## src/rtl/clock_time_counter_pkg.sv

```systemverilog
// Shared time-of-day definitions: BCD digit type, per-field wrap limits, display digit indices.
package clock_time_counter_pkg;

   typedef logic [3:0] bcd_t;

   localparam bcd_t SEC_MAX_TENS   = 4'd5;
   localparam bcd_t SEC_MAX_UNITS  = 4'd9;
   localparam bcd_t MIN_MAX_TENS   = 4'd5;
   localparam bcd_t MIN_MAX_UNITS  = 4'd9;
   localparam bcd_t HOUR_MAX_TENS  = 4'd2;
   localparam bcd_t HOUR_MAX_UNITS = 4'd3;

   typedef enum logic [2:0] {
      DIG_SEC_UNITS  = 3'd0,
      DIG_SEC_TENS   = 3'd1,
      DIG_MIN_UNITS  = 3'd2,
      DIG_MIN_TENS   = 3'd3,
      DIG_HOUR_UNITS = 3'd4,
      DIG_HOUR_TENS  = 3'd5
   } digit_idx_e;

endpackage

```

## src/rtl/clock_time_counter_bcd_digit_pair.sv

```systemverilog
// Two-digit BCD counter wrapping to 00 after max_tens_i:max_units_i; clear beats increment.
// Digits are registered; wrap_o is combinational and only fires on an increment that wraps.
module bcd_digit_pair
   import clock_time_counter_pkg::*;
(
   input  logic clk,
   input  logic rst_n,
   input  bcd_t max_tens_i,
   input  bcd_t max_units_i,
   input  logic inc_i,
   input  logic clr_i,
   output bcd_t tens_o,
   output bcd_t units_o,
   output logic wrap_o
);

   bcd_t tens_q, tens_d;
   bcd_t units_q, units_d;
   logic at_max;

   assign at_max = (tens_q == max_tens_i) && (units_q == max_units_i);
   assign wrap_o = inc_i && !clr_i && at_max;

   always_comb begin
      tens_d  = tens_q;
      units_d = units_q;
      if (clr_i) begin
         tens_d  = '0;
         units_d = '0;
      end else if (inc_i) begin
         if (at_max) begin
            tens_d  = '0;
            units_d = '0;
         end else if (units_q == 4'd9) begin
            tens_d  = tens_q + 4'd1;
            units_d = '0;
         end else begin
            units_d = units_q + 4'd1;
         end
      end
   end

   always_ff @(posedge clk or negedge rst_n) begin
      if (!rst_n) begin
         tens_q  <= '0;
         units_q <= '0;
      end else begin
         tens_q  <= tens_d;
         units_q <= units_d;
      end
   end

   assign tens_o  = tens_q;
   assign units_o = units_q;

endmodule

```

## src/rtl/clock_time_counter.sv

```systemverilog
// 24-hour hh:mm:ss BCD time-of-day counter with 1 Hz prescaler, minute/hour adjust and seconds clear.
// Digits, tick_1hz and hour_strobe are registered: one cycle after the tick or adjust pulse.
module clock_time_counter
   import clock_time_counter_pkg::*;
#(
   parameter int unsigned TICKS_PER_SEC = 50_000_000
) (
   input  logic clk,
   input  logic rst_n,
   input  logic run,
   input  logic inc_min,
   input  logic inc_hour,
   input  logic clr_sec,
   output bcd_t bcd0,
   output bcd_t bcd1,
   output bcd_t bcd2,
   output bcd_t bcd3,
   output bcd_t bcd4,
   output bcd_t bcd5,
   output logic tick_1hz,
   output logic hour_strobe
);

   localparam int unsigned PW = (TICKS_PER_SEC > 2) ? $clog2(TICKS_PER_SEC) : 1;
   localparam logic [PW-1:0] PRESC_LAST = PW'(TICKS_PER_SEC - 1);

   logic [PW-1:0] presc_q, presc_d;
   logic          tick_q, tick_d;
   logic          strobe_q, strobe_d;
   logic          tick;
   logic          sec_wrap, min_wrap, hour_wrap_unused;
   logic          min_inc, hour_inc, hour_carry;

   assign tick = run && (presc_q == PRESC_LAST);

   always_comb begin
      presc_d = presc_q;
      if (clr_sec)
         presc_d = '0;
      else if (tick)
         presc_d = '0;
      else if (run)
         presc_d = presc_q + PW'(1);
   end

   // Carry into hours only when the minute wrap came from a seconds carry, never from inc_min.
   assign min_inc    = sec_wrap || inc_min;
   assign hour_carry = sec_wrap && min_wrap;
   assign hour_inc   = hour_carry || inc_hour;

   assign tick_d   = tick && !clr_sec;
   assign strobe_d = hour_carry;

   bcd_digit_pair u_sec (
      .clk        (clk),
      .rst_n      (rst_n),
      .max_tens_i (SEC_MAX_TENS),
      .max_units_i(SEC_MAX_UNITS),
      .inc_i      (tick),
      .clr_i      (clr_sec),
      .tens_o     (bcd1),
      .units_o    (bcd0),
      .wrap_o     (sec_wrap)
   );

   bcd_digit_pair u_min (
      .clk        (clk),
      .rst_n      (rst_n),
      .max_tens_i (MIN_MAX_TENS),
      .max_units_i(MIN_MAX_UNITS),
      .inc_i      (min_inc),
      .clr_i      (1'b0),
      .tens_o     (bcd3),
      .units_o    (bcd2),
      .wrap_o     (min_wrap)
   );

   bcd_digit_pair u_hour (
      .clk        (clk),
      .rst_n      (rst_n),
      .max_tens_i (HOUR_MAX_TENS),
      .max_units_i(HOUR_MAX_UNITS),
      .inc_i      (hour_inc),
      .clr_i      (1'b0),
      .tens_o     (bcd5),
      .units_o    (bcd4),
      .wrap_o     (hour_wrap_unused)
   );

   always_ff @(posedge clk or negedge rst_n) begin
      if (!rst_n) begin
         presc_q  <= '0;
         tick_q   <= 1'b0;
         strobe_q <= 1'b0;
      end else begin
         presc_q  <= presc_d;
         tick_q   <= tick_d;
         strobe_q <= strobe_d;
      end
   end

   assign tick_1hz    = tick_q;
   assign hour_strobe = strobe_q;

endmodule

```

## config.mk

```make
export PLATFORM = sky130hd
export DESIGN_NAME = clock_time_counter
export DESIGN_NICKNAME = d
export VERILOG_FILES = /design/src/rtl/clock_time_counter_pkg.sv /design/src/rtl/clock_time_counter_bcd_digit_pair.sv /design/src/rtl/clock_time_counter.sv
export SDC_FILE = /design/constraint.sdc
export NUM_CORES = 1
export LEC_CHECK = 0
export ABC_AREA = 1
export CAP_MARGIN = 5
export CORE_MARGIN = 10
export CORE_UTILIZATION = 45
export CTS_CLUSTER_DIAMETER = 120
export CTS_CLUSTER_SIZE = 12
export DETAILED_ROUTE_END_ITERATION = 16
export GPL_TIMING_DRIVEN = 0
export PLACE_DENSITY_LB_ADDON = 0.08
export SYNTH_ARGS = -nofsm -noshare
export SYNTH_HDL_FRONTEND = slang
export SYNTH_HIERARCHICAL = 1
export SYNTH_SLANG_ARGS = --single-unit
export TNS_END_PERCENT = 20
```

## constraint.sdc

```tcl
create_clock -name clk -period 2.3 [get_ports clk]
set_input_delay 0.345 -clock clk [delete_from_list [all_inputs] [get_ports clk]]
set_output_delay 0.345 -clock clk [all_outputs]
set_load 0.05 [all_outputs]
```

* Yosys cells after proc, flatten, opt, wreduce, memory -nomap -nowiden *
Index checks and enable logic that the tools add are counted.
Widths: inputs -> output; s select.

cells by class
  reductions and logical operators = 19
  eq/ne operators = 8
  $add $sub $neg = 7
  muxes and demuxes = 19

operator list
  operator               count
  $mux 26                3
  $mux 4                 16
  $add 26x1->26 const B  1
  $eq 26x26->1 const B   1
  $add 4x1->4 const B    6
  $eq 4x4->1 const B     3
  $eq 4x2->1 const B     2
  $eq 4x3->1 const B     2
  $logic_and 1x1->1      8
  $reduce_and 2->1       3
  $reduce_bool 2->1      3
  $reduce_bool 3->1      2
  $logic_or 1x1->1       2
  $logic_not 1->1        1

storage, ports and cells
  logic and storage cells = 62
  input port bits = 6
  flip-flop bits (word level) = 52

* Depth between registers and ports, before layout *
Gate-level depths: netlist (run 1).

  word-level depth = 9
  depth in mapped cells = 19
  depth with buffers taken out = 19

* Hierarchy *
The synthesis (run 1) kept the hierarchy.

by module, submodules not included
  module              cells an instance  area each (um2)  seq. area each (um2)  instances
  bcd_digit_pair      115                703.2            200.2                 3
  clock_time_counter  264                1,873.0          700.7                 1

* Worst setup path before layout (run 1) *
Ideal clock, no wire load.

  path kind = reg2reg
  from = register u_sec.units_q[1] (netlist: u_sec/units_o[1])
  to = register u_hour.units_q[3] (netlist: u_hour/units_o[3])
  arrival = 2.420 ns
  stages on the path, launching flop included = 19
  data required time = 2.179 ns
  setup time = 0.121 ns
  path slack = -0.241 ns
  path buffers = 0
  path through = dfrtp_1 > inv_2 > nand2_1 > nand2_1 > nand2_1 > nor2_2 > nand2_2 > nor2_1 > or2_2 > nand2_1 > nor2_1 > nand2_1 > inv_1 > or2_2 > nor2_1 > inv_2 > nand4_1 > xor2_1 > nor2_1

on the way
  cells in the longest elaborated chain, start to end = 7

RTL lines
  element                 RTL line                                 text
  start, declared         clock_time_counter_bcd_digit_pair.sv:18  bcd_t units_q, units_d;
  start signal, assigned  clock_time_counter_bcd_digit_pair.sv:49  units_q <= units_d;
  $eq 4x4->1              clock_time_counter_bcd_digit_pair.sv:21  assign at_max = (tens_q == max_tens_i) && (units_q == max_units_i);
  $logic_and 1x1->1       clock_time_counter_bcd_digit_pair.sv:21
  $logic_and 1x1->1       clock_time_counter_bcd_digit_pair.sv:22  assign wrap_o = inc_i && !clr_i && at_max;
  net sec_wrap            clock_time_counter.sv:31                 logic sec_wrap, min_wrap, hour_wrap_unused;
  $logic_or 1x1->1        clock_time_counter.sv:47                 assign min_inc = sec_wrap || inc_min;
  net min_inc             clock_time_counter.sv:32                 logic min_inc, hour_inc, hour_carry;
  $logic_and 1x1->1       clock_time_counter_bcd_digit_pair.sv:22
  net min_wrap            clock_time_counter.sv:31
  $logic_and 1x1->1       clock_time_counter.sv:48                 assign hour_carry = sec_wrap && min_wrap;
  net hour_carry          clock_time_counter.sv:32
  $logic_or 1x1->1        clock_time_counter.sv:49                 assign hour_inc = hour_carry || inc_hour;
  net hour_inc            clock_time_counter.sv:32
  end signal, assigned    clock_time_counter_bcd_digit_pair.sv:49
  end, declared           clock_time_counter_bcd_digit_pair.sv:18

The timed path passes the listed nets, and every way through them passes these cells.
A chain may end at the register's enable or synchronous reset.

* Final worst setup path (run 1) *
  from = register presc_q[0]
  to = register u_hour.units_q[3] (netlist: u_hour/units_o[3])

on the way
  cells in the longest elaborated chain, start to end = 8

RTL lines
  element                         RTL line                                 text
  start, declared                 clock_time_counter.sv:27                 logic [PW-1:0] presc_q, presc_d;
  start signal, assigned          clock_time_counter.sv:96                 presc_q <= presc_d;
  $eq 26x26->1                    clock_time_counter.sv:34                 assign tick = run && (presc_q == PRESC_LAST);
  $logic_and 1x1->1               clock_time_counter.sv:34
  net tick                        clock_time_counter.sv:30                 logic tick;
  $logic_and 1x1->1 (2 in a row)  clock_time_counter_bcd_digit_pair.sv:22
  net sec_wrap                    clock_time_counter.sv:31
  $logic_or 1x1->1                clock_time_counter.sv:47
  net min_inc                     clock_time_counter.sv:32
  $logic_and 1x1->1               clock_time_counter_bcd_digit_pair.sv:22
  net min_wrap                    clock_time_counter.sv:31
  $logic_and 1x1->1               clock_time_counter.sv:48
  net hour_carry                  clock_time_counter.sv:32
  $logic_or 1x1->1                clock_time_counter.sv:49
  net hour_inc                    clock_time_counter.sv:32

The timed path passes the listed nets, and every way through them passes these cells.

==> metrics.txt, run 1 <==
global-route wire length before repair 15.73 mm; via/cell ratio 4.420; gpl congestion 0.8210; Final Hold Violating Endpoints 0; status finished, final reports clean; area of the multi-input gates 0.002549 mm²; Layout Nets 748; RSZ-0062 raised after global routing yes; Worst Hold Class input pin to async pin; synthesis-to-layout area growth 26.25%; Total Routed Length 8.730 mm; Data arrival, critical path 2.47 ns; Die Area 0.01299 mm²; WP buf/inv 2; Crit path max-delay family simple AND/OR/NAND/NOR gates; Tightest Pin Transition 0.5151 ns; fillers 863; Worst path slowest cell dfrtp_1; detailed-route via count 3,717; Critical Path End Type flop; Reg clk slew, reported paths 0.10 ns; M1 WL 4.135 mm; Seq. cell area 0.001313 mm²; Antenna Nets Post-Route 0; initial antenna violation count 0; Critical Path, Cell by Cell ha_4, nand2_4, nor3_4, nand2_2, nor2_4, nand2_2, nor2_4, or2_4, nand2_2, nor2_2, nand2_1, inv_2, or2_4, nor2_4, inv_4, nand4_1, xor2_1, nor2_1; IO Count 32; Worst VDD drop 0.0002554 V; largest net degree at the start of global routing 35; syn_area_per_cell 6.549 µm²; WS Path Type flop to flop; vias in the first global route 3,561; leakage power 0.002650 µW; GRT Overall Usage 0.1410; clk root buf clkbuf_8; Avg WL per Cell 10.38 µm; DIE WIDTH 114.0 µm; Core ar. 0.008678 mm²; CTS Sinks 52; Starting Density 0.4580; Final setup viols 0; Tcrit/Tclk final 0.9842; CTS tree built; Mapped Area 0.003975 mm²; CP required 2.51 ns; pwr dens 390.0 mW/mm²; layout cells sized above 1 0.1787; crit path time final 2.264 ns; fin. max-slew vios 0; die height 114.0 µm; Max-Cap Viols 0; Clock Latency Late Sink 0.32 ns; DP Wirelength 6.602 mm; routed wl met3 372 µm; slew margin rel. 0.6555; Iter 0 DRT Violations 143; drt drc 0; CTS Buf Count 5; maximum clock rate 441.8 MHz; Syn Inst Count 607; WHS 0.4990 ns; Port Buf Inserts 31; Yosys Warn Count 6; skew final 0.01086 ns; CP startpoint kind flop; max incr delay on CP 0.42 ns; DP Cell Count 808; n_diodes 0; metal2 WL 4.133 mm; Critical Path Fanout Max 5; total congestion overflow 0; Max Used Layer met4; drt pass-1 iters 4; row count 34; buffer depth of the longest clock path 2; H-tree depth 2; fin cells 841
## layout by cell type (no fill, tap or decap), drive strengths merged
cell type and n:
clkbuf 6, dfrtp 52, dlygate4sd2 2, nand3b 2, nand3 26, o22ai 3, xnor2 2, nand2 234
nand4 24, nor3 7, inv 104, nor3b 1, conb 63, nor2 104, a211oi 1, or2 5
ha 10, o21bai 1, clkinv 2, dlygate4sd3 1, a21oi 6, xor2 15, and3 1, clkdlybuf4s50 28
buf 28, and2 2, o21ai 3
## layer usage
| metal | vias to the layer above | GRT usage |
|---|---|---|
| met5 | - | 0 |
| met4 | 0 | 0.03425 |
| met3 | 9 | 0.03202 |
| met2 | 40 | 0.2380 |
| met1 | 1632 | 0.1775 |
| li1 | 2036 | - |
## power breakdown
part	internal, µW	switching, µW	total (µW)
logic	148	274	421
clock network	241	311	552
registers	939	44.6	984
total	1330	629	1960
## area by class of cell
cell class,instances,area share
Timing Repair Buffer,57,0.1022
Buffer,2,0.003740
Multi-Input combinational cell,510,0.5079
Inverter,104,0.07928
Clock inverter,2,0.001995
Sequential cell,52,0.2615
Tap cell,108,0.02693
Clock buffer,6,0.01645
## state kept, by name, indices dropped and copies added, names as in the netlist
name,cells
hour_strobe,1
presc_q,26
tick_1hz,1
u_hour/tens_o,4
u_hour/units_o,4
u_min/tens_o,4
u_min/units_o,4
u_sec/tens_o,4
u_sec/units_o,4
## repair_timing
item                                    4_1_cts  5_1_grt
pin swaps                                     8       13
hold buffers                                  1        0
endpoints found under the hold margin        18        0
setup buffers                                14       10
resized for setup                            10        9
endpoints found under the setup margin        8        8
## final timing paths
kind,from,end,slack [ns],depth (start not counted)
max in group asynchronous,rst_n,u_min/units_o[2],1.24,3
setup / recovery,presc_q[0],u_hour/units_o[3],0.04,18
min in group clk,run,presc_q[6],0.50,2
hold / removal,rst_n,presc_q[18],0.50,2
setup reg to reg,presc_q[0],u_hour/units_o[3],0.04,18
hold reg to reg,u_sec/tens_o[3],u_sec/tens_o[3],0.55,2
## per-stage QoR
stage	power (µW)	area, µm²	utilization	setup slack, ns	TNS [ns]
CTS	1980	4925	0.5675	0.0002869	0
global placement	1404	4687	0.5401	-1.039	-49.61
detailed placement	1414	4702	0.5418	-0.5881	-4.570
global route	2082	5019	0.5783	-0.1133	-0.2883
floorplan	1285	4242	-	0.2912	0
finish	1957	5019	0.5783	0.03645	0
Power figures use the tool's default switching activity.
==> run 2, diff against run 1 <==
--- a/config.mk
+++ b/config.mk
@@ -7,8 +7,10 @@
 export LEC_CHECK = 0
 export ABC_AREA = 1
 export CAP_MARGIN = 5
+export CELL_PAD_IN_SITES_DETAIL_PLACEMENT = 0
+export CELL_PAD_IN_SITES_GLOBAL_PLACEMENT = 2
 export CORE_MARGIN = 10
-export CORE_UTILIZATION = 45
+export CORE_UTILIZATION = 29
 export CTS_CLUSTER_DIAMETER = 120
 export CTS_CLUSTER_SIZE = 12
 export DETAILED_ROUTE_END_ITERATION = 16
==> run 2 against run 1 <==
Compared with the run above:
- first-iteration DRC count rose by 4.9%
- setup slack improved by 0.0024 ns
- utilization fell by 19 points
- sequential cell count did not move
- combinational power rose by 2%
- critical endpoint unchanged
==> metrics.txt, run 2 (synthesis gave the netlist of run 1 again) <==
Reg clk slew, reported paths 0.07 ns (-0.03 ns); Port Buf Inserts 31 (unchanged); gpl congestion 0.7847 (-4.4%); Die Area 0.01879 mm² (+45%); crit path time final 2.261 ns (-0.002439 ns); GR Util met1 0.1454 (-0.03209); n_diodes 0 (unchanged); CP required 2.49 ns (-0.02 ns); fin. max-slew vios 0 (unchanged); Clock Latency Late Sink 0.30 ns (-0.02 ns); Worst Hold Class input pin to async pin; Total Routed Length 9.866 mm (+13%); via/cell ratio 4.069 (-7.9%); IO Count 32 (unchanged); Placement Setup Slack -0.7258 ns (-0.1377 ns); GRT Overall Usage 0.1079 (-0.03315); maximum clock rate 442.3 MHz (+0.11%); detailed-route via count 3,707 (-0.27%); Max-Cap Viols 0 (unchanged); total congestion overflow 0 (unchanged); Worst path slowest cell dfrtp_2; vias in the first global route 3,476 (-2.4%); Cell Area, Placed 0.004787 mm² (+1.8%); Critical Path Fanout Max 6 (+1); DP Wirelength 7.411 mm (+12%); Critical Path, Cell by Cell ha_4, nand2_4, nor3_4, nand2_2, nor2_4, nand2_2, nor2_4, or2_4, nand2_1, nor2_1, nand2_1, inv_2, or2_4, nor2_4, inv_4, nand4_1, xor2_1, nor2_1; Final WS setup 0.03889 ns (+0.002439 ns); Layout Nets 750 (+0.27%); clk root buf clkbuf_16; GR Util met2 0.1679 (-0.07013); largest net degree at the start of global routing 31 (-11%); pwr dens 421.6 mW/mm² (+8.1%); slew margin rel. 0.6181 (-0.03741); status finished, final reports clean; GR Layer Usage met3 0.02493 (-0.007094); leakage power 0.002687 µW (+1.4%); commonest non-fill, non-tap cell in the layout nand2_1; Crit path max-delay family simple AND/OR/NAND/NOR gates; WHS 0.03907 ns (-0.4599 ns); Avg WL per Cell 10.83 µm (+4.3%); global-route wire length before repair 16.52 mm (+5.0%); Final Hold Violating Endpoints 0 (unchanged); layout cells sized above 1 0.1891 (+0.01040); Worst VDD drop 0.0002138 V (-16%); skew final 0.005338 ns (-0.005520 ns); DIE WIDTH 137.1 µm (+20%); CTS Sinks 52 (unchanged); max reg flops 26 (unchanged); initial antenna violation count 0 (unchanged); most frequent cells in the layout nand2_1, inv_1, nor2_1; Layout Cell Area excl Fill 0.005196 mm² (+3.5%); CP startpoint kind flop; Core ar. 0.01335 mm² (+54%); Antenna Nets Post-Route 0 (unchanged); drt pass-1 iters 5 (+1); CTS Buf Count 5 (unchanged); number of cells on the critical path 18 (unchanged); buffer depth of the longest clock path 2 (unchanged); most used cell, CP nor2_4; WP buf/inv 2 (unchanged); Register-to-Register Path Depth 18 (unchanged); drt drc 0 (unchanged); Critical Path End Type flop; H-tree depth 2 (unchanged); Tcrit/Tclk final 0.9831 (-0.001060); WS Path Type flop to flop; Data arrival, critical path 2.45 ns (-0.02 ns); die height 137.1 µm (+20%); Final setup viols 0 (unchanged); max incr delay on CP 0.43 ns (about the same); RSZ-0062 raised after global routing yes; busiest layer in global routing met2; Tightest Pin Transition 0.5728 ns (+0.05773 ns); Starting Density 0.2978 (-0.1602); row count 42 (+24%); largest reg by FF count presc_q; CTS tree built; synthesis-to-layout area growth 30.72%; Iter 0 DRT Violations 150 (+4.9%)
## run 2: changes by cell type in the layout (fill, tap and decap cells not counted), moves of 2 or more
cell	previous run	this run
buf_4	25	27
clkbuf_1	0	2
clkbuf_16	0	5
clkbuf_8	6	1
clkinv_2	2	0
dfrtp_1	43	38
dfrtp_2	9	14
nand2_1	215	213
nand2_2	15	17
nor2_2	19	17
## run 2: worst paths after layout
check                           slack [ns]           endpoint       startpoint
worst max-delay path                  0.04  u_hour/units_o[3]       presc_q[0]
worst min register to register        0.55    u_sec/tens_o[3]  u_sec/tens_o[3]
worst max register to register        0.04  u_hour/units_o[3]       presc_q[0]
max in group asynchronous             1.67         presc_q[8]            rst_n
min in group clk                      0.55    u_sec/tens_o[3]  u_sec/tens_o[3]
worst min-delay path                  0.04        presc_q[25]            rst_n
## run 2: area by class of cell
| type | instances | area (µm²) |
|---|---|---|
| fill | 1452 | 8152 |
| sequential | 52 | 1319 |
| clock buffer | 8 | 146.4 |
| buffer | 2 | 18.77 |
| inverter | 104 | 397.9 |
| tap | 176 | 220.2 |
| multi-input combinational | 510 | 2556 |
| timing repair buffer | 59 | 538.0 |
## run 2: where the power goes
part           internal [µW]  switching, µW  leakage (µW)
Sequential               940           44.9      0.000696
Combinational            148            279       0.00192
Clock                    436            343     0.0000712
Total                   1520            667       0.00269
## run 2: through the flow
step	cells	util	setup TNS [ns]	total power, µW
CTS	899	0.3806	-0.03521	2239
detailed placement	876	0.3586	-7.111	1423
floorplan	668	-	0	1285
global route	911	0.3893	-0.5333	2323
global placement	875	0.3575	-60.81	1419
finish	911	0.3893	0	2191
## run 2: routing by layer
layer / routed length [µm] / up-vias
met5: 0 / -
met4: 103 / 0
met3: 370 / 10
met2: 4375 / 36
met1: 5018 / 1622
li1: - / 2039
## run 2: what timing repair did
action	4_1_cts	5_1_grt
resized for setup	14	13
endpoints found under the setup margin	9	8
buffers inserted	15	12
hold buffers	0	0
pin swaps	9	14
==> run 3, diff against run 2 <==
--- a/config.mk
+++ b/config.mk
@@ -6,7 +6,7 @@
 export NUM_CORES = 1
 export LEC_CHECK = 0
 export ABC_AREA = 1
-export CAP_MARGIN = 5
+export CAP_MARGIN = 20
 export CELL_PAD_IN_SITES_DETAIL_PLACEMENT = 0
 export CELL_PAD_IN_SITES_GLOBAL_PLACEMENT = 2
 export CORE_MARGIN = 10
==> run 3 against run 2 <==
Compared with the run above:
- register-to-register slack about the same
- cell count unchanged
- non-clock buffer count unchanged
- sequential power about the same
- critical endpoint unchanged
- highest routed layer unchanged
==> metrics.txt, run 3 (synthesis gave the netlist of run 1 again) <==
status finished, final reports clean; Net Switching 667.2 µW (unchanged); Worst path slowest cell dfrtp_2; leakage power 0.002687 µW (unchanged); Comb power frac 0.195 (about the same); DP Wirelength 7.411 mm (unchanged); H-tree depth 2 (unchanged); cts hold-fix bufs 0 (unchanged); total power 2191 µW (unchanged); Core ar. 0.01335 mm² (unchanged); fillers 1,452 (unchanged); Antenna Nets Post-Route 0 (unchanged); Starting Density 0.2978 (unchanged); most used cell, CP nor2_4; pwr dens 421.6 mW/mm² (unchanged); commonest non-fill, non-tap cell in the layout nand2_1; WP buf/inv 2 (unchanged); buffer depth of the longest clock path 2 (unchanged); Iter 0 DRT Violations 150 (unchanged); WHS 0.03907 ns (unchanged); CTS Buf Count 5 (unchanged); Data arrival, critical path 2.45 ns (about the same); fin. max-slew vios 0 (unchanged); CTS Sinks 52 (unchanged); Layout Nets 750 (unchanged); Final setup viols 0 (unchanged); RSZ-0062 raised after global routing yes; slew margin rel. 0.6181 (unchanged); Max-Cap Viols 0 (unchanged); GRT Overall Usage 0.1079 (unchanged); max reg flops 26 (unchanged); DP Cell Count 876 (unchanged); via/cell ratio 4.069 (unchanged); DIE WIDTH 137.1 µm (unchanged); skew final 0.005338 ns (unchanged); gpl congestion 0.7847 (unchanged); Crit path max-delay family simple AND/OR/NAND/NOR gates; Port Buf Inserts 31 (unchanged); initial antenna violation count 0 (unchanged); largest reg by FF count presc_q; Avg WL per Cell 10.83 µm (unchanged); total congestion overflow 0 (unchanged); CTS tree built; WS Path Type flop to flop; Internal 1524 µW (unchanged); CP required 2.49 ns (about the same); drt drc 0 (unchanged); fin cells 911 (unchanged); Clock Latency Late Sink 0.30 ns (about the same); sw frac 0.3045 (unchanged); Die Area 0.01879 mm² (unchanged); R2R Path Start presc_q[0]; n_diodes 0 (unchanged); Critical Path End Type flop; Clock Power Share 0.355 (about the same); clk root buf clkbuf_16; Post-Route Setup TNS 0 ns (unchanged); Worst VDD drop 0.0002138 V (unchanged); row count 42 (unchanged); Worst Hold Class input pin to async pin; crit path time final 2.261 ns (unchanged); IO Count 32 (unchanged); Final Hold Violating Endpoints 0 (unchanged); Critical Path, Cell by Cell ha_4, nand2_4, nor3_4, nand2_2, nor2_4, nand2_2, nor2_4, or2_4, nand2_1, nor2_1, nand2_1, inv_2, or2_4, nor2_4, inv_4, nand4_1, xor2_1, nor2_1; Reg clk slew, reported paths 0.07 ns (about the same); CP startpoint kind flop; most frequent cells in the layout nand2_1, inv_1, nor2_1; vias in the first global route 3,476 (unchanged); Critical Path Fanout Max 6 (unchanged); die height 137.1 µm (unchanged); detailed-route via count 3,707 (unchanged); FF-to-FF End u_hour/units_o[3]; Seq pwr share 0.449 (about the same); largest net degree at the start of global routing 31 (unchanged); drt pass-1 iters 5 (unchanged); layout cells sized above 1 0.1891 (unchanged); global-route wire length before repair 16.52 mm (unchanged); Tightest Pin Transition 0.5728 ns (unchanged); Register-to-Register Path Depth 18 (unchanged); Tcrit/Tclk final 0.9831 (unchanged); Worst R2R Setup Slack 0.04 ns (about the same); synthesis-to-layout area growth 30.72% (unchanged); max incr delay on CP 0.43 ns (about the same); maximum clock rate 442.3 MHz (unchanged); Total Routed Length 9.866 mm (unchanged)
run 3: final cells by class:
type / instances / area [µm²] / area share
multi-input cells: 510 / 2556 / 0.4919
flip-flops and latches: 52 / 1319 / 0.2538
repair buffers: 59 / 538.0 / 0.1035
inverters: 104 / 397.9 / 0.07657
well taps: 176 / 220.2 / 0.04238
clock buffers: 8 / 146.4 / 0.02817
plain buffers: 2 / 18.77 / 0.003612
run 3: per-layer routing:
| metal | GRT usage | vias up | wire, µm |
|---|---|---|---|
| li1 | - | 2039 | - |
| met1 | 0.1454 | 1622 | 5018 |
| met2 | 0.1679 | 36 | 4375 |
| met3 | 0.02493 | 10 | 370 |
| met4 | 0.03044 | 0 | 103 |
| met5 | 0 | - | 0 |
run 3: worst max-delay path by stage:
| stage | startpoint | cells after the start | end | slack, ns |
|---|---|---|---|---|
| after detailed placement | run | 18 | u_hour/units_o[3] | -0.73 |
| after CTS | presc_q[9] | 18 | u_hour/units_o[3] | -0.04 |
| after floorplan | presc_q[0] | 13 | u_min/units_o[3] | 0.29 |
| after global placement | rst_n | 1 | u_sec/tens_o[1] | -1.22 |
| after global routing | presc_q[20] | 17 | u_hour/units_o[3] | -0.11 |
| final | presc_q[0] | 18 | u_hour/units_o[3] | 0.04 |
run 3: through the flow:
step,worst slack [ns],utilization,area (µm²)
after floorplan,0.2912,-,4242
after global placement,-1.218,0.3575,4772
after detailed placement,-0.7258,0.3586,4787
after CTS,-0.03521,0.3806,5080
after global routing,-0.1146,0.3893,5196
final,0.03889,0.3893,5196
run 3: what timing repair did:
item,4_1_cts,5_1_grt
setup endpoints to repair,9,8
hold endpoints to repair,0,0
resized for setup,14,13
pin swaps,9,14
setup buffers,15,12
run 3: power groups by stage:
| stage | logic (µW) | registers, µW | clock network [µW] |
|---|---|---|---|
| after floorplan | 215 | 1070 | 0 |
| after global placement | 415 | 1000 | 0 |
| after detailed placement | 418 | 1010 | 0 |
| after CTS | 430 | 986 | 823 |
| after global routing | 483 | 990 | 850 |
| final | 428 | 985 | 779 |
==> variant 1, RTL diff (flow settings as in run 3) <==
The parameter `TICKS_PER_SEC` goes from 50_000_000 to 25_000_000.
--- a/src/rtl/clock_time_counter.sv
+++ b/src/rtl/clock_time_counter.sv
@@ -4,5 +4,5 @@
    import clock_time_counter_pkg::*;
 #(
-   parameter int unsigned TICKS_PER_SEC = 50_000_000
+   parameter int unsigned TICKS_PER_SEC = 25_000_000
 ) (
    input  logic clk,
Formal check against the unedited RTL: no difference found for any inputs over 10 cycles, from zero or initial values and one cycle with rst_n low; that may be too few to reach the edited logic, so the function may still have changed.
==> variant 1 against run 3 <==
  * Final area fell by 7.0%
  * Routed wire length decreased by 8.5%
  * Sequential cell count decreased by 1
  * Clock power shrank 8.3%
  * Critical path depth up 2
  * Sequential share of layout area rose by 1.1 points
  * Worst setup slack got worse by 0.019 ns
  * Utilization shrank 0.96 points
  * Area after synthesis decreased by 4.8%
  * Power is essentially flat
  * Sequential power barely moved
  * Critical endpoint unchanged
  * Highest routed layer unchanged
==> variant 1: results (changes against run 3) <==
Worst setup path:
- Grouping stages by cell kind, the critical path spends the most delay in simple AND/OR/NAND/NOR gates.
- The worst register-to-register path begins at presc_q[0].
- The endpoint identified for the worst register-to-register timing path is u_hour/units_o[3].
- The register-to-register setup slack is 0.02 ns (-0.02 ns).
- The number of cells on the worst reg-to-reg path is 20 (+2).
- The delay of the slowest cell on the worst path was 0.39 ns (-0.04 ns).
- The peak fanout along the critical path is 4 (-2).
- The critical-path cell with the highest stage delay is dfrtp_1.
- The data arrival time of the critical path is approximately 2.5 ns.

Yosys:
- The count of warnings emitted by yosys is 6 (unchanged).

Final layout:
- The net count of the finished layout came to 709 (-5.5%).
- The proportion of layout cells with a drive suffix above 1 is 13.6% (-5.3 points).
- The register bank with the most flops is presc_q.
- The total of fill cells in the finished design is 1436 (-1.1%).
- The number of flip-flops in the largest register is 25 (-3.8%).
- The count of inserted antenna diode cells is 0 (unchanged).

CTS:
- The buffer levels on the longest clock path is 2 (unchanged).
- The number of cells upsized or downsized after cts came to 10 (-4).
- The total CTS buffers is 5 (unchanged).
- The cell at the root of the clock tree is clkbuf_16.
- The later pin in the worst-skew pair is clocked with a latency of between 0.2 and 0.3 ns.
- The H-tree level count is 2 (unchanged).
- The clock edge transition at the registers on the reported setup and hold paths was 0.07 ns (about the same).
- The post-CTS setup buffer count is 10 (-5).

Placed design:
- The quantity of I/O buffers inserted on ports was 31 (unchanged).
- The placed wire-length estimate is 7110 um (-4.1%).
- The last weighted congestion value of the routability-driven placer was 0.790 (+0.73%).
- The minimum setup slack after placement is -0.724 ns (+0.00209 ns).

Drt:
- The DRC violations left is 0 (unchanged).
- The number of DRC markers in iteration 0 is 102 (-32%).
- The post-detailed-routing wire length was 9030 um (-8.5%).
- The total vias in the final route is 3488 (-5.9%).
- The number of detailed-routing iterations run before antenna repair is 4 (-1).

Global route:
- The wire length of the first global-routing pass is 15500 um (-6.4%).
- The all-layer global routing usage is 10.3% (-0.50 points).
- The initial antenna violation count is 0 (unchanged).
- The number of global-route vias before repair was 3350 (-3.6%).
- The maximum number of pins on one net before global-route repair is 28 (-9.7%).

Power:
- The peak supply drop is 0.270 mV (+26%).
- The switching power total is 678 uW (+1.6%).
- The reported leakage power came to 2.50 nW (-6.8%).

Timing:
- The number of endpoints with negative hold slack in the final report is 0 (unchanged).
- The worst clock skew is 0.0107 ns (+0.00533 ns).
- The transition time of the tightest slew-check pin is 0.650 ns (+0.0768 ns).

Hold path:
- The kind of path behind the tightest hold check is input pin to asynchronous set/reset pin.

Status:
- The run finished with clean final reports.
variant 1: power by group through the flow:
stage          clock network, mW  registers (mW)  logic, mW
3_3_place_gp                   0            1.01      0.435
5_1_grt                    0.787           0.992      0.555
4_1_cts                    0.752           0.986      0.481
6_report                   0.714           0.985      0.491
2_1_floorplan                  0            1.07      0.236
3_5_place_dp                   0            1.01      0.442
variant 1: layout make-up:
class / instances / area, um2 / share of cell area [%]
multi-input cells: 488 / 2380 / 49.3
flip-flops and latches: 51 / 1280 / 26.5
repair buffers: 43 / 423 / 8.75
inverters: 101 / 382 / 7.90
well taps: 172 / 215 / 4.45
clock buffers: 6 / 129 / 2.67
plain buffers: 3 / 21.3 / 0.440
variant 1: worst max-delay path by stage:
stage	start	end	slack (ns)	cells after the start
floorplan	presc_q[0]	u_min/units_o[3]	0.27	15
global placement	rst_n	u_sec/units_o[1]	-1.08	1
detailed placement	run	u_hour/units_o[3]	-0.72	18
CTS	presc_q[0]	u_hour/units_o[3]	-0.02	20
global route	presc_q[0]	u_hour/units_o[3]	-0.17	20
finish	presc_q[0]	u_hour/units_o[3]	0.02	20
variant 1: per-stage QoR:
step / std cells / area (um2) / setup TNS (ns) / hold slack, ns
after floorplan: 643 / 4030 / 0 / 0.0494
after global placement: 846 / 4560 / -52.19 / 0.501
after detailed placement: 847 / 4570 / -7.24 / 0.413
after CTS: 863 / 4810 / -0.0207 / 0.0932
after global routing: 864 / 4830 / -0.877 / 0.113
final: 864 / 4830 / 0 / 0.0711
variant 1: metal layers:
layer | GRT usage [%] | wire (um) | vias to the layer above
met5 | 0 | 0 | -
met4 | 2.78 | 113 | 0
met3 | 2.32 | 307 | 9
met2 | 17.5 | 4200 | 36
met1 | 12.7 | 4410 | 1519
li1 | - | - | 1924
==> variant 2, RTL diff (settings of run 3) <==
Made on the original files. Register the output `bcd0`, without a reset; this adds one clock of latency there. The other outputs are not delayed to match.
--- a/src/rtl/clock_time_counter.sv
+++ b/src/rtl/clock_time_counter.sv
@@ -24,4 +24,6 @@
    localparam int unsigned PW = (TICKS_PER_SEC > 2) ? $clog2(TICKS_PER_SEC) : 1;
    localparam logic [PW-1:0] PRESC_LAST = PW'(TICKS_PER_SEC - 1);
+
+   bcd_t bcd0_d;
 
    logic [PW-1:0] presc_q, presc_d;
@@ -60,5 +62,5 @@
       .clr_i      (clr_sec),
       .tens_o     (bcd1),
-      .units_o    (bcd0),
+      .units_o    (bcd0_d),
       .wrap_o     (sec_wrap)
    );
@@ -103,4 +105,8 @@
    assign hour_strobe = strobe_q;
 
+   always_ff @(posedge clk) begin
+      bcd0 <= bcd0_d;
+   end
+
 endmodule
 
Function: no difference found for any inputs over 10 cycles, from zero or initial values and one cycle with rst_n low; that may be too few to reach the edited logic, so the function may still have changed.
==> variant 2 against run 3 <==
  * Sequential cell count up 4
  * Power up 4.2%
  * Die area rose by 1.5%
  * Final area grew 1.1%
  * Routed wire length rose by 6.6%
  * Worst setup slack better by 0.017 ns
  * First-iteration DRC count decreased by 1.3%
  * Area after synthesis is 1.7% higher
  * Largest cell class unchanged
  * Largest power group unchanged
==> variant 2: results (changes against run 3) <==
Global route:
- The global-route met1 utilization came to 13.9% (-0.65 points).
- The initial antenna violation count is 0 (unchanged).
- The wire length of the first global-routing pass is 17400 um (+5.6%).
- The maximum number of pins on one net before global-route repair is 31 (unchanged).
- The met2 track utilization from global routing came to 18.1% (+1.4 points).
- The met3 track demand over resource is 2.19% (-0.30 points).
- The all-layer global routing usage was 10.8% (about the same).
- The number of global-route vias before repair was 3525 (+1.4%).

Placed design:
- The minimum setup slack after placement was -0.732 ns (-0.00647 ns).
- The last weighted congestion value of the routability-driven placer is 0.784 (-0.15%).
- The standard cell area after detailed placement is 4840 um2 (+1.1%).
- The total placed cells including tap cells is 896 (+2.3%).
- The placed wire-length estimate is 7850 um (+6.0%).
- The quantity of I/O buffers inserted on ports is 31 (unchanged).

Drt:
- In this run the top signal layer used is met4.
- The detailed route wirelength on metal2 is 5010 um (+15%).
- The post-detailed-routing wire length is 10500 um (+6.6%).
- The routed wire length on met3 is 408 um (+10%).
- The number of detailed-routing iterations run before antenna repair is 4 (-1).
- The number of DRC markers in iteration 0 is 148 (-1.3%).
- The average via count per standard cell is 4.13 (+1.6%).
- The total vias in the final route is 3845 (+3.7%).
- The met1 wire length is 5010 um (-0.14%).

Worst setup path:
- The most critical setup path has its startpoint at presc_q[0].
- The peak fanout along the critical path is 5 (-1).
- The register-to-register setup slack was 0.06 ns (+0.02 ns).
- In this run the critical register-to-register path is captured at u_hour/units_o[3].
- The data arrival time of the critical path is 2.48 ns (+0.03 ns).
- The critical-path cell with the highest stage delay is dfrtp_1.
- The number of cells on the worst reg-to-reg path is 19 (+1).

CTS:
- The buffer levels on the longest clock path is 2 (unchanged).
- The number of cells upsized or downsized after cts is 15 (+1).
- The cell sitting at the root of the clock tree is a clkbuf_16.
- The clock network latency to the later pin of the worst-skew pair is 0.30 ns (about the same).
- The post-CTS setup buffer count is 13 (-2).
- The total CTS buffers is 5 (unchanged).
- The H-tree level count is 2 (unchanged).

Hold path:
- The kind of path behind the tightest hold check is input pin to asynchronous set/reset pin.

Final layout:
- The count of inserted antenna diode cells was 0 (unchanged).
- The proportion of layout cells with a drive suffix above 1 is 16.7% (-2.2 points).
- The number of flip-flops in the largest register is 26 (unchanged).
- The net count of the finished layout is 765 (+2.0%).

Yosys:
- The count of warnings emitted by yosys was 6 (unchanged).
- The per-instance average area after synthesis came to 6.49 um2 (-0.88%).

Power:
- The power in combinational cells is 432 uW (+0.9%).
- The cell area power density is 435 nW/um2 (+3.1%).
- The peak supply drop is 0.281 mV (+31%).
- The clock share of power is 34.6% (-0.9 points).
- The reported leakage power is 2.70 nW (+0.33%).
- The switching power total is 712 uW (+6.8%).

Timing:
- The slack of the critical path came to 0.0556 ns (+0.0167 ns).
- The period utilization is 97.6% (-0.73 points).
- The worst clock skew was 0.0105 ns (+0.00514 ns).
- The worst hold margin is 0.0380 ns (-0.00104 ns).
- The transition time of the tightest slew-check pin came to 0.589 ns (+0.0163 ns).

Status:
- The run finished with clean final reports.
variant 2: changes by cell type in the layout (fill, tap and decap cells not counted), moves of 4 or more:
cell     before  now
dfxtp_1       0    4
nand4_1      24   28
nand3_1      18   22
nand2_2      17   11
nor2_1       76   81
nor3_1        5   10
inv_1        81   90
variant 2: layout make-up:
class | count | area, um2
Clock buffer | 6 | 129
Clock inverter | 2 | 12.5
Sequential cell | 56 | 1400
Tap cell | 180 | 225
Buffer | 3 | 27.5
Multi-Input combinational cell | 513 | 2520
Timing Repair Buffer | 58 | 518
Fill cell | 1525 | 8520
Inverter | 112 | 425
variant 2: how the worst max path moves through the flow:
stage / end / depth (start not counted)
floorplan: u_hour/units_o[3] / 18
global placement: u_sec/tens_o[0] / 1
detailed placement: u_hour/units_o[3] / 18
CTS: u_hour/units_o[3] / 18
global route: u_hour/units_o[3] / 18
finish: u_hour/units_o[3] / 19
